File: src/rtl/adc_spi_responder.sv
// LTC2308-style SPI ADC target: captures a 6-bit config word on ADC_DIN and shifts out
// the held 12-bit sample of the channel that the previous frame selected.
module adc_spi_responder #(
    parameter int DATA_W      = 12,
    parameter int CFG_W       = 6,
    parameter int CONV_CYCLES = 80
) (
    input  logic                  clock,
    input  logic                  reset,
    input  logic                  ADC_CS_N,
    input  logic                  ADC_SCLK,
    input  logic                  ADC_DIN,
    output logic                  ADC_DOUT,
    input  logic [8*DATA_W-1:0]   ch_data,
    output logic [2:0]            channel,
    output logic [CFG_W-1:0]      cfg_word,
    output logic                  frame_done,
    output logic                  frame_err
);

    localparam int CNT_W = $clog2(CONV_CYCLES + 1);

    typedef enum logic [1:0] {
        S_IDLE  = 2'd0,
        S_SHIFT = 2'd1,
        S_CONV  = 2'd2
    } state_t;

    state_t              r_state;
    state_t              w_state_next;
    logic [1:0]          r_cs_sync, r_sclk_sync, r_din_sync;
    logic                r_cs_d, r_sclk_d;
    logic                r_armed;
    logic [4:0]          r_bit_cnt;
    logic [CFG_W-1:0]    r_cfg_shift;
    logic [2:0]          r_ch_next;
    logic [DATA_W-1:0]   r_snap, r_result;
    logic [CNT_W-1:0]    r_conv_cnt;

    logic                w_cs, w_din, w_cs_fall, w_cs_rise, w_sclk_rise, w_sclk_fall;
    logic                w_start, w_valid_end, w_short_end, w_conv_done, w_conv_err;
    logic [2:0]          w_cfg_ch;
    logic [DATA_W-1:0]   w_shifted;
    logic [DATA_W-1:0]   w_ch_arr [8];

    assign w_cs        = r_cs_sync[1];
    assign w_din       = r_din_sync[1];
    assign w_cs_fall   = r_cs_d & ~w_cs;
    assign w_cs_rise   = ~r_cs_d & w_cs;
    assign w_sclk_rise = ~r_sclk_d & r_sclk_sync[1];
    assign w_sclk_fall = r_sclk_d & ~r_sclk_sync[1];
    // Channel code is {S1,S0,O/S}; config word is {S/D,O/S,S1,S0,UNI,SLP}.
    assign w_cfg_ch    = {r_cfg_shift[CFG_W-3], r_cfg_shift[CFG_W-4], r_cfg_shift[CFG_W-2]};
    assign w_shifted   = r_result << r_bit_cnt;

    for (genvar g = 0; g < 8; g++) begin : g_ch
        assign w_ch_arr[g] = ch_data[g*DATA_W +: DATA_W];
    end

    // Pin synchronizers and edge-detect history.
    always_ff @(posedge clock) begin
        if (reset) begin
            r_cs_sync   <= 2'b00;
            r_sclk_sync <= 2'b00;
            r_din_sync  <= 2'b00;
            r_cs_d      <= 1'b0;
            r_sclk_d    <= 1'b0;
        end else begin
            r_cs_sync   <= {r_cs_sync[0], ADC_CS_N};
            r_sclk_sync <= {r_sclk_sync[0], ADC_SCLK};
            r_din_sync  <= {r_din_sync[0], ADC_DIN};
            r_cs_d      <= r_cs_sync[1];
            r_sclk_d    <= r_sclk_sync[1];
        end
    end

    // Frame state register.
    always_ff @(posedge clock) begin
        if (reset) begin
            r_state <= S_IDLE;
        end else begin
            r_state <= w_state_next;
        end
    end

    // Next-state and frame event decode.
    always_comb begin
        w_state_next = r_state;
        w_start      = 1'b0;
        w_valid_end  = 1'b0;
        w_short_end  = 1'b0;
        w_conv_done  = 1'b0;
        w_conv_err   = 1'b0;
        case (r_state)
            S_IDLE: begin
                if (w_cs_fall && r_armed) begin
                    w_start      = 1'b1;
                    w_state_next = S_SHIFT;
                end else begin
                    w_state_next = S_IDLE;
                end
            end
            S_SHIFT: begin
                if (w_cs_rise && (r_bit_cnt >= 5'(CFG_W))) begin
                    w_valid_end  = 1'b1;
                    w_state_next = S_CONV;
                end else if (w_cs_rise) begin
                    w_short_end  = 1'b1;
                    w_state_next = S_IDLE;
                end else begin
                    w_state_next = S_SHIFT;
                end
            end
            S_CONV: begin
                w_conv_err = w_cs_fall;
                if (r_conv_cnt == CNT_W'(CONV_CYCLES - 1)) begin
                    w_conv_done  = 1'b1;
                    w_state_next = S_IDLE;
                end else begin
                    w_state_next = S_CONV;
                end
            end
            default: begin
                w_state_next = S_IDLE;
            end
        endcase
    end

    // Shift path, sample-and-hold, conversion timer and registered outputs.
    always_ff @(posedge clock) begin
        if (reset) begin
            r_armed     <= 1'b0;
            r_bit_cnt   <= 5'd0;
            r_cfg_shift <= '0;
            r_ch_next   <= 3'd0;
            r_snap      <= '0;
            r_result    <= '0;
            r_conv_cnt  <= '0;
            ADC_DOUT    <= 1'b0;
            channel     <= 3'd0;
            cfg_word    <= '0;
            frame_done  <= 1'b0;
            frame_err   <= 1'b0;
        end else begin
            r_armed    <= r_armed | w_cs;
            frame_done <= w_valid_end;
            frame_err  <= w_short_end | w_conv_err;

            if (w_start) begin
                r_bit_cnt   <= 5'd0;
                r_cfg_shift <= '0;
                ADC_DOUT    <= r_result[DATA_W-1];
            end else if (r_state == S_SHIFT && !w_cs_rise) begin
                if (w_sclk_rise) begin
                    if (r_bit_cnt < 5'(CFG_W)) begin
                        r_cfg_shift <= {r_cfg_shift[CFG_W-2:0], w_din};
                    end
                    if (r_bit_cnt != 5'd31) begin
                        r_bit_cnt <= r_bit_cnt + 5'd1;
                    end
                end
                // Shifting left runs out to zeros once bit_cnt reaches DATA_W.
                if (w_sclk_fall) begin
                    ADC_DOUT <= w_shifted[DATA_W-1];
                end
            end

            if (w_valid_end) begin
                cfg_word   <= r_cfg_shift;
                r_ch_next  <= w_cfg_ch;
                r_snap     <= w_ch_arr[w_cfg_ch];
                r_conv_cnt <= '0;
                ADC_DOUT   <= 1'b0;
            end else if (r_state == S_CONV) begin
                r_conv_cnt <= r_conv_cnt + 1'b1;
            end

            if (w_short_end) begin
                ADC_DOUT <= 1'b0;
            end

            if (w_conv_done) begin
                r_result <= cfg_word[0] ? '0 : r_snap;
                channel  <= r_ch_next;
            end
        end
    end

endmodule

File: config.mk
export PLATFORM = sky130hd
export DESIGN_NAME = adc_spi_responder
export DESIGN_NICKNAME = d
export VERILOG_FILES = /design/src/rtl/adc_spi_responder.sv
export SDC_FILE = /design/constraint.sdc
export NUM_CORES = 1
export LEC_CHECK = 0
export CAP_MARGIN = 20
export CORE_ASPECT_RATIO = 0.5
export CORE_MARGIN = 5
export CORE_UTILIZATION = 41
export CTS_CLUSTER_SIZE = 8
export DETAILED_ROUTE_END_ITERATION = 8
export PLACE_DENSITY = 0.85
export SLEW_MARGIN = 20
export SYNTH_ARGS = -nofsm -noshare
export SYNTH_HDL_FRONTEND = slang
export SYNTH_SLANG_ARGS = --single-unit
File: constraint.sdc
create_clock -name clock -period 1.72 [get_ports clock]
set_input_delay 0.172 -clock clock [delete_from_list [all_inputs] [get_ports clock]]
set_output_delay 0.172 -clock clock [all_outputs]
set_load 0.02 [all_outputs]
==> results.md, run 1 <==
* Synth warnings at 0
* WS Path Type: reg -> reg
* CTS buffer count at 9
* Total Power at between 0.003 and 0.004 W
* Final hold slack at about 390 ps
* Worst path required time at approximately 2000 ps
* Post-synthesis adder-cell area fraction at 0.0152
* Via count at 2,839
* Mapped cell area at 3300 µm²
* Top post-synthesis cells by area: dfxtp_1 (39%), mux4_2 (18%), mux2i_1 (6.4%)
* RSZ-0062 raised after global routing: yes
* Synth Area in Simple Gates at 0.179
* Remaining Overflow, GRT at 0
* First-pass GRT wire length at 14,300 µm
* Die Width at around 140 µm
* Area grow syn2layout at 50.5%
* Most frequent cell after synthesis: dfxtp_1
* Syn avg cell area at 10.8 µm²
* DR iter-0 viols at approximately 180
* Fin crit share at 0.991
* Clock Tree Buf Depth at 2
* Final min period at around 1700 ps
* Clock Tree Root: clkbuf_16
* Ys async rst share at 0
* P per Cell Area at around 750 nW/µm²
* FF-to-FF Start: r_bit_cnt[0]
* Worst Setup Slack, final at approximately 16 ps
* Top-area cell type share of the netlist area at 0.395
* Dpl hpwl at just under 7000 µm
* XOR/XNOR Fraction of Synth Area at 0.0186
* WL/cell at around 17 µm
* Core ar. at between 7000 and 8000 µm²
* Diodes inserted at 0
* FMAX at between 0.5 and 0.6 GHz
* Share of cells above drive strength 1 at 0.176
* Starting Density at 0.417
* Number of synthesized flops with an enable pin at 0
* Row count at 23
* Port Buffer Count at roughly 110
* Die area at 10,000 µm²
* CP Capture Type: register
* Crit path from: r_bit_cnt[0]
* GRT Total Usage at 0.185
* Synth cell types at between 40 and 50
* Layout fillers at slightly above 600
* Final hold vios at 0
* Slew @ Worst Pin at just over 500 ps
* Critical path peak fanout at 4
* Final WL at slightly above 9000 µm
* Placer congestion estimate at roughly 0.8
* Largest family of logic cells by synthesized area: multiplexers
* Area of the multi-input gates at around 1900 µm²
* Largest net degree at the start of global routing at 27
* Nets at 532
* Post-DP Area at 4630 µm²
* CTS tree: yes
* Antenna viol nets, final at 0
* Number of global-route vias before repair at between 2,000 and 3,000
* Gate count of the mapped netlist at 305
* DRC violations left at 0
* Min-delay worst type: in -> reg
* Register Area at 1300 µm²
* DR vias/cell at 5.23
* Run status: finished clean
* Final setup violation count at 0
* Compound-Gate Fraction of Synth Area at 0.107
* Synth Net Count at between 400 and 500
* # IOs at approximately 110
* Yosys reg bits at 65
* Design area at around 5000 µm²
* DP Worst Slack at 8.41 ps
* Synth area leader: dfxtp_1
* Hold Crit Start: ADC_CS_N
* Num Clock Sinks at 65
* Die height at 73.4 µm
* First-pass DRT Iterations at 4
* Synth top cells by count: dfxtp_1 (65), mux4_2 (26), nand2_1 (25)
* Max cap viols at 0
* Main flop type after synthesis: dfxtp_1
* # hold bufs at CTS at 0
* Clock Latency Late Sink at between 300 and 400 ps
* Maximum VDD drop at approximately 0.00058 V
* Worst EP arrival at roughly 2000 ps
* Clock slew at reported path FFs at about 50 ps
* Startpoint Class: register
* Leak at approximately 1.8 nW
* Post-synthesis sequential area ratio at 0.395
* Final Skew at approximately 9.7 ps
* Initial antenna violation count at 0
* Max_slew headroom at 0.655
* H-tree Lvls at 3
* Multiplexer share of the synthesized area at 0.241
* Slew Limit Fails at 0
## stage by stage
step                instances  TNS (ps)   util
CTS                       542         0  0.624
global placement          526         0  0.585
detailed placement        526         0  0.585
global route              543     -82.5  0.627
floorplan                 305         0      -
finish                    543         0  0.627
## logic make-up (layout without fill, tap and decap cells)
logic type,Yosys count,in the layout
xor+xnor,7,7
simple gates,102,102
compound gates,51,51
flops,65,65
fa+ha+maj,4,4
buf+inv,29,155
mux,47,47
## worst max-delay path: stages, from the launching register on
cell and delay, ps:
dfxtp_1 310, ha_1 200, and3_1 200, ha_2 180
nand4b_1 230, or3_1 370, a21oi_2 140
## layout make-up
type | instances | share of cell area
multi-input combinational | 211 | 0.377
clock buffer | 11 | 0.0509
tap | 112 | 0.0282
clock inverter | 4 | 0.0106
sequential | 65 | 0.262
inverter | 6 | 0.00454
timing repair buffer | 134 | 0.267
## path summary, 6_finish.rpt
kind                                        to  slack [ps]  cells past startpoint
worst max-delay path              r_bit_cnt[3]          20                      6
worst min-delay path              r_cs_sync[0]         390                      2
worst max register to register    r_bit_cnt[3]          20                      6
worst min register to register  r_sclk_sync[1]         440                      1
## cell usage in the layout (no fill, tap or decap), types with 3 or more instances in the layout
cell / synthesis / final
nor2_1: 21 / 21
a22o_1: 6 / 6
nand3b_1: 12 / 12
nand2b_1: 6 / 6
and3_1: 3 / 3
or3_1: 3 / 3
o2bb2ai_1: 12 / 12
inv_1: 6 / 6
dfxtp_1: 65 / 64
clkdlybuf4s50_1: 0 / 112
mux2i_1: 21 / 21
nand2_1: 25 / 24
clkbuf_16: 0 / 9
mux4_2: 26 / 26
a21oi_1: 20 / 19
clkinvlp_4: 0 / 3
xor2_1: 3 / 3
buf_4: 3 / 19
buf_12: 0 / 3
nor2b_1: 14 / 14
ha_1: 4 / 3
xnor2_1: 4 / 4
## state kept, by name (all words and copies together), names as in the netlist
signal and cells:
r_din_sync 2, r_sclk_sync 2, cfg_word 6, r_conv_cnt 7, r_result 12, r_sclk_d 1
r_snap 12, ADC_DOUT 1, r_cfg_shift 6, r_armed 1, frame_err 1, channel 3
frame_done 1, r_cs_sync 2, r_cs_d 1, r_state 2, r_bit_cnt 5
## power by group
group | switching, W | internal [W] | total [W]
Clock | 0.000651 | 0.00119 | 0.00184
Combinational | 0.0000847 | 0.000261 | 0.000346
Sequential | 0.00000557 | 0.00152 | 0.00152
## metal layers
metal	part of all wire	GRT usage
met1	0.43	0.226
met2	0.48	0.309
met3	0.075	0.0677
met4	0.014	0.0575
met5	0	0
## repair_timing
action	4_1_cts	5_1_grt
pin swaps	1	3
setup endpoints to repair	2	23
buffers inserted	1	1
gates resized for setup	0	6
Power figures use the tool's default switching activity.
==> run 2, diff against run 1 <==
Settings changed: PLACE_DENSITY 0.85 to 0.74, RECOVER_POWER set to 100.
==> results.md, run 2 (synthesized netlist as in run 1, its figures left out) <==
* Final Skew at 2.59 ps (-7.15 ps)
* Placer congestion estimate at 0.866 (+8.0%)
* FF-to-FF Start: r_bit_cnt[0]
* FMAX at 0.594 GHz (+1.3%)
* Clock Tree Root: clkbuf_16
* Starting Density at 0.417 (unchanged)
* H-tree Lvls at 3 (unchanged)
* Slew Limit Fails at 0 (unchanged)
* Maximum VDD drop at 0.000475 V (-18%)
* Max cap viols at 0 (unchanged)
* Layout fillers at 605 (-0.49%)
* Leak at 1.79 nW (+1.3%)
* Critical path peak fanout at 5 (+1)
* Final Util at 0.621 (-0.00632)
* Worst Reg-to-Reg Cells at 6 (unchanged)
* Final hold slack at 408 ps (+20.9 ps)
* P per Cell Area at 756 nW/µm² (+1.1%)
* Run status: finished clean
* CTS buffer count at 9 (unchanged)
* Setup TNS at 0 ps (unchanged)
* Commonest non-fill, non-tap cells in the layout: clkdlybuf4s50_1 (100), dfxtp_1 (62), mux4_2 (26)
* Commonest non-fill, non-tap cell in the layout: clkdlybuf4s50_1
* Row count at 23 (unchanged)
* CP max stage delay at 380 ps (about the same)
* Max_slew headroom at 0.630 (-0.0251)
* RSZ-0062 raised after global routing: yes
* Port Buffer Count at 112 (unchanged)
* CTS tree: yes
* Diodes inserted at 0 (unchanged)
* Nets at 528 (-0.75%)
* Reg-to-reg slack, setup at 40 ps (+20 ps)
* # IOs at 113 (unchanged)
* Core ar. at 7910 µm² (unchanged)
* First-pass GRT wire length at 14,800 µm (+3.7%)
* Terminus of the critical flop-to-flop path: r_bit_cnt[2]
* Final WL at 9130 µm (-0.66%)
* Num Clock Sinks at 65 (unchanged)
* CP Cell Sequence: ha_2 > and3_1 > ha_2 > nand4b_1 > or3_1 > a21oi_2
* Die height at 73.4 µm (unchanged)
* Final hold vios at 0 (unchanged)
* Slew @ Worst Pin at 556 ps (+38.6 ps)
* CP Capture Type: register
* Largest net degree at the start of global routing at 19 (-30%)
* Worst EP arrival at 1930 ps (-30 ps)
* Fin crit share at 0.978 (-0.0127)
* Die Width at 137 µm (unchanged)
* DRC violations left at 0 (unchanged)
* Crit path from: r_bit_cnt[0]
* Initial antenna violation count at 0 (unchanged)
* Final min period at 1680 ps (-21.8 ps)
* Antenna viol nets, final at 0 (unchanged)
* Share of cells above drive strength 1 at 0.171 (-0.00577)
* WL/cell at 16.9 µm (-0.11%)
* Worst path required time at 1970 ps (about the same)
* Min-delay worst type: in -> reg
* Via count at 2,845 (+0.21%)
* Clock slew at reported path FFs at 50 ps (about the same)
* Clock Latency Late Sink at 320 ps (-20 ps)
* CP Capture Point: r_bit_cnt[2]
* Die area at 10,000 µm² (unchanged)
* DR vias/cell at 5.27 (+0.77%)
* First-pass DRT Iterations at 4 (unchanged)
* GRT Total Usage at 0.189 (+0.00410)
* Number of global-route vias before repair at 2,968 (+0.92%)
* Biggest regs: r_result x12, r_snap x12, r_conv_cnt x7
* Final setup violation count at 0 (unchanged)
* CP dominant cell by count: ha_2
* Dpl hpwl at 7170 µm (+5.4%)
* Remaining Overflow, GRT at 0 (unchanged)
* WS Path Type: reg -> reg
* CP max-delay cell: or3_1
* Clock Tree Buf Depth at 2 (unchanged)
* Area grow syn2layout at 49.0%
* # hold bufs at CTS at 0 (unchanged)
* Startpoint Class: register
* DR iter-0 viols at 175 (-3.3%)
[run 2: stage by stage]
step	power (W)	cell area [µm²]	setup slack, ps	std cells
after global placement	0.00189	4590	52.9	523
after CTS	0.00375	4920	7.65	539
after detailed placement	0.00190	4590	-13.2	523
after floorplan	0.00164	3300	85.6	305
final	0.00371	4910	37.6	540
after global routing	0.00384	4910	-30.0	540
[run 2: worst min path at each step]
stage,startpoint,to,slack [ps],cells after the start
5_1_grt,ADC_CS_N,r_cs_sync[0],410,2
4_1_cts,ADC_DIN,r_din_sync[0],400,2
3_5_place_dp,r_sclk_sync[0],r_sclk_sync[1],430,1
6_report,ADC_DIN,r_din_sync[0],410,2
2_1_floorplan,ADC_CS_N,r_cs_sync[0],300,1
3_3_place_gp,r_sclk_sync[0],r_sclk_sync[1],420,1
[run 2: power by group]
| part | switching (W) | leakage (nW) | internal (W) | total (W) |
|---|---|---|---|---|
| Sequential | 0.00000426 | 0.526 | 0.00152 | 0.00152 |
| Combinational | 0.0000876 | 1.11 | 0.000257 | 0.000345 |
| Clock | 0.000612 | 0.151 | 0.00124 | 0.00185 |
[run 2: metal layers]
layer,vias to the layer above,track usage,part of all wire
li1,1356,-,-
met1,1370,0.225,0.41
met2,104,0.332,0.50
met3,15,0.0588,0.069
met4,0,0.0586,0.015
met5,-,0,0
[run 2: timing repair]
action / 4_1_cts / 5_1_grt
gates resized for setup: 4 / 2
hold endpoints to repair: 0 / 0
pin swaps: 2 / 4
setup buffers: 0 / 1
endpoints found under the setup margin: 2 / 15
[run 2: critical path, delay by kind of cell (launching register included)]
kind / cells / cell delay, ps
AO/OA/AOI/OAI: 1 / 130
adder cells (fa/ha/maj): 2 / 350
AND/OR/NAND/NOR: 3 / 810
flip-flops: 1 / 320
[run 2: final cells by class]
type	count	area (µm²)	share of cell area
Tap cell	112	140	0.0285
Inverter	6	22.5	0.00458
Multi-Input combinational cell	211	1860	0.378
Sequential cell	65	1310	0.266
Timing Repair Buffer	130	1270	0.259
Clock buffer	12	267	0.0542
Clock inverter	4	50.0	0.0102
==> run 3, diff against run 2 <==
Settings changed: CELL_PAD_IN_SITES_DETAIL_PLACEMENT set to 1, CELL_PAD_IN_SITES_GLOBAL_PLACEMENT set to 1, CORE_ASPECT_RATIO 0.5 to 0.6, CORE_UTILIZATION 41 to 31, MAX_ROUTING_LAYER set to met4.
==> results.md, run 3 (synthesized netlist as in run 1, its figures left out) <==
* Startpoint Class: register
* Leak at 1.82 nW (+1.9%)
* CTS tree: yes
* RSZ-0062 raised after global routing: no
* Final Skew at 6.17 ps (+3.58 ps)
* WL/cell at 17.9 µm (+5.7%)
* Max cap viols at 0 (unchanged)
* Initial antenna violation count at 0 (unchanged)
* CTS buffer count at 9 (unchanged)
* DR vias/cell at 4.99 (-5.2%)
* Core ar. at 10,500 µm² (+33%)
* CP Cell Sequence: ha_4 > and3_4 > ha_2 > nand4b_1 > or3_1 > a21oi_1
* Worst path required time at 1970 ps (about the same)
* Clock Latency Late Sink at 330 ps (about the same)
* Reg-to-reg slack, setup at 40 ps (about the same)
* Starting Density at 0.315 (-0.102)
* First-pass DRT Iterations at 4 (unchanged)
* Port Buffer Count at 112 (unchanged)
* Commonest non-fill, non-tap cell in the layout: clkdlybuf4s50_1
* Layout fillers at 1,098 (+81%)
* Fin crit share at 0.974 (-0.00407)
* Via count at 2,847 (+0.070%)
* Final WL at 10,200 µm (+12%)
* Largest net degree at the start of global routing at 28 (+9)
* CP Capture Type: register
* Final Util at 0.480 (-0.141)
* CP max-delay cell: or3_1
* Worst EP arrival at 1930 ps (about the same)
* Biggest regs: r_result x12, r_snap x12, r_conv_cnt x7
* Row count at 29 (+26%)
* Worst Setup Slack, final at 44.5 ps (+6.99 ps)
* Total Power at 0.00396 W (+6.7%)
* Min-delay worst type: in -> reg
* Run status: finished clean
* Num Clock Sinks at 65 (unchanged)
* Number of global-route vias before repair at 3,207 (+8.1%)
* CP max stage delay at 400 ps (+20 ps)
* DRC violations left at 0 (unchanged)
* WS Path Type: reg -> reg
* Final hold vios at 0 (unchanged)
* Antenna viol nets, final at 0 (unchanged)
* H-tree Lvls at 3 (unchanged)
* GRT Total Usage at 0.169 (-0.0205)
* Share of cells above drive strength 1 at 0.172 (+0.00113)
* Maximum VDD drop at 0.000541 V (+14%)
* Area grow syn2layout at 52.7%
* First-pass GRT wire length at 16,700 µm (+13%)
* Clock slew at reported path FFs at 50 ps (about the same)
* Max_slew headroom at 0.694 (+0.0644)
* Clock Tree Buf Depth at 2 (unchanged)
* Final setup violation count at 0 (unchanged)
* P per Cell Area at 787 nW/µm² (+4.1%)
* Nets at 531 (+0.57%)
* Die Width at 143 µm (+4.6%)
* Commonest non-fill, non-tap cells in the layout: clkdlybuf4s50_1 (99), dfxtp_1 (63), mux4_2 (26)
* Final hold slack at 396 ps (-11.4 ps)
* Dpl hpwl at 8020 µm (+12%)
* Final min period at 1680 ps (-6.99 ps)
* Diodes inserted at 0 (unchanged)
* Remaining Overflow, GRT at 0 (unchanged)
* Die area at 12,900 µm² (+28%)
* Die height at 89.9 µm (+22%)
* Placer congestion estimate at 0.778 (-10%)
* DP Worst Slack at -15.7 ps (-2.50 ps)
* DR iter-0 viols at 194 (+11%)
* Clock Tree Root: clkbuf_16
* Slew @ Worst Pin at 459 ps (-96.6 ps)
* Slew Limit Fails at 0 (unchanged)
* # IOs at 113 (unchanged)
* FMAX at 0.597 GHz (+0.42%)
* # hold bufs at CTS at 0 (unchanged)
* Critical path peak fanout at 5 (unchanged)
[run 3: path summary, 6_finish.rpt]
kind                        from  cells after the start              to
hold reg to reg   r_sclk_sync[0]                      1  r_sclk_sync[1]
setup / recovery    r_bit_cnt[1]                      6    r_bit_cnt[3]
hold / removal           ADC_DIN                      2   r_din_sync[0]
setup reg to reg    r_bit_cnt[1]                      6    r_bit_cnt[3]
[run 3: stage by stage]
step                      area [µm²]  cells  TNS (ps)
after global routing            5040    570         0
after global placement          4650    551         0
after floorplan                 3300    305         0
after CTS                       5010    568         0
final                           5040    570         0
after detailed placement        4650    551     -26.1
[run 3: area by class of cell]
class / count / area (µm²) / area share
Tap cell: 139 / 174 / 0.0345
Multi-Input combinational cell: 211 / 1880 / 0.372
Sequential cell: 65 / 1300 / 0.259
Clock inverter: 5 / 103 / 0.0204
Clock buffer: 11 / 243 / 0.0482
Inverter: 6 / 22.5 / 0.00447
Timing Repair Buffer: 133 / 1320 / 0.261
[run 3: metal layers]
layer  wire length, µm  global-route usage  up-vias  part of all wire
met1              4760               0.218     1396              0.47
met2              4760               0.259       81              0.47
met4                44              0.0229        0            0.0043
li1                  -                   -     1365                 -
met5                 0                   -        -                 0
met3               628              0.0642        5             0.062
[run 3: repair_timing]
action / 4_1_cts / 5_1_grt
gates resized for setup: 3 / 5
pin swaps: 1 / 4
buffers inserted: 1 / 2
setup endpoints to repair: 3 / 43
[run 3: worst max-delay path: cells and delay by family (launching register included)]
| kind | cells | cell delay (ps) |
|---|---|---|
| and+or+nand+nor | 3 | 800 |
| adders and majority gates | 2 | 340 |
| DFF | 1 | 330 |
| AOI/OAI and AO/OA | 1 | 140 |
[run 3: where the power goes]
part / internal [W] / leakage, nW / switching [W]
Combinational: 0.000258 / 1.13 / 0.0000828
Sequential: 0.00152 / 0.526 / 0.00000619
Clock: 0.00145 / 0.166 / 0.000647
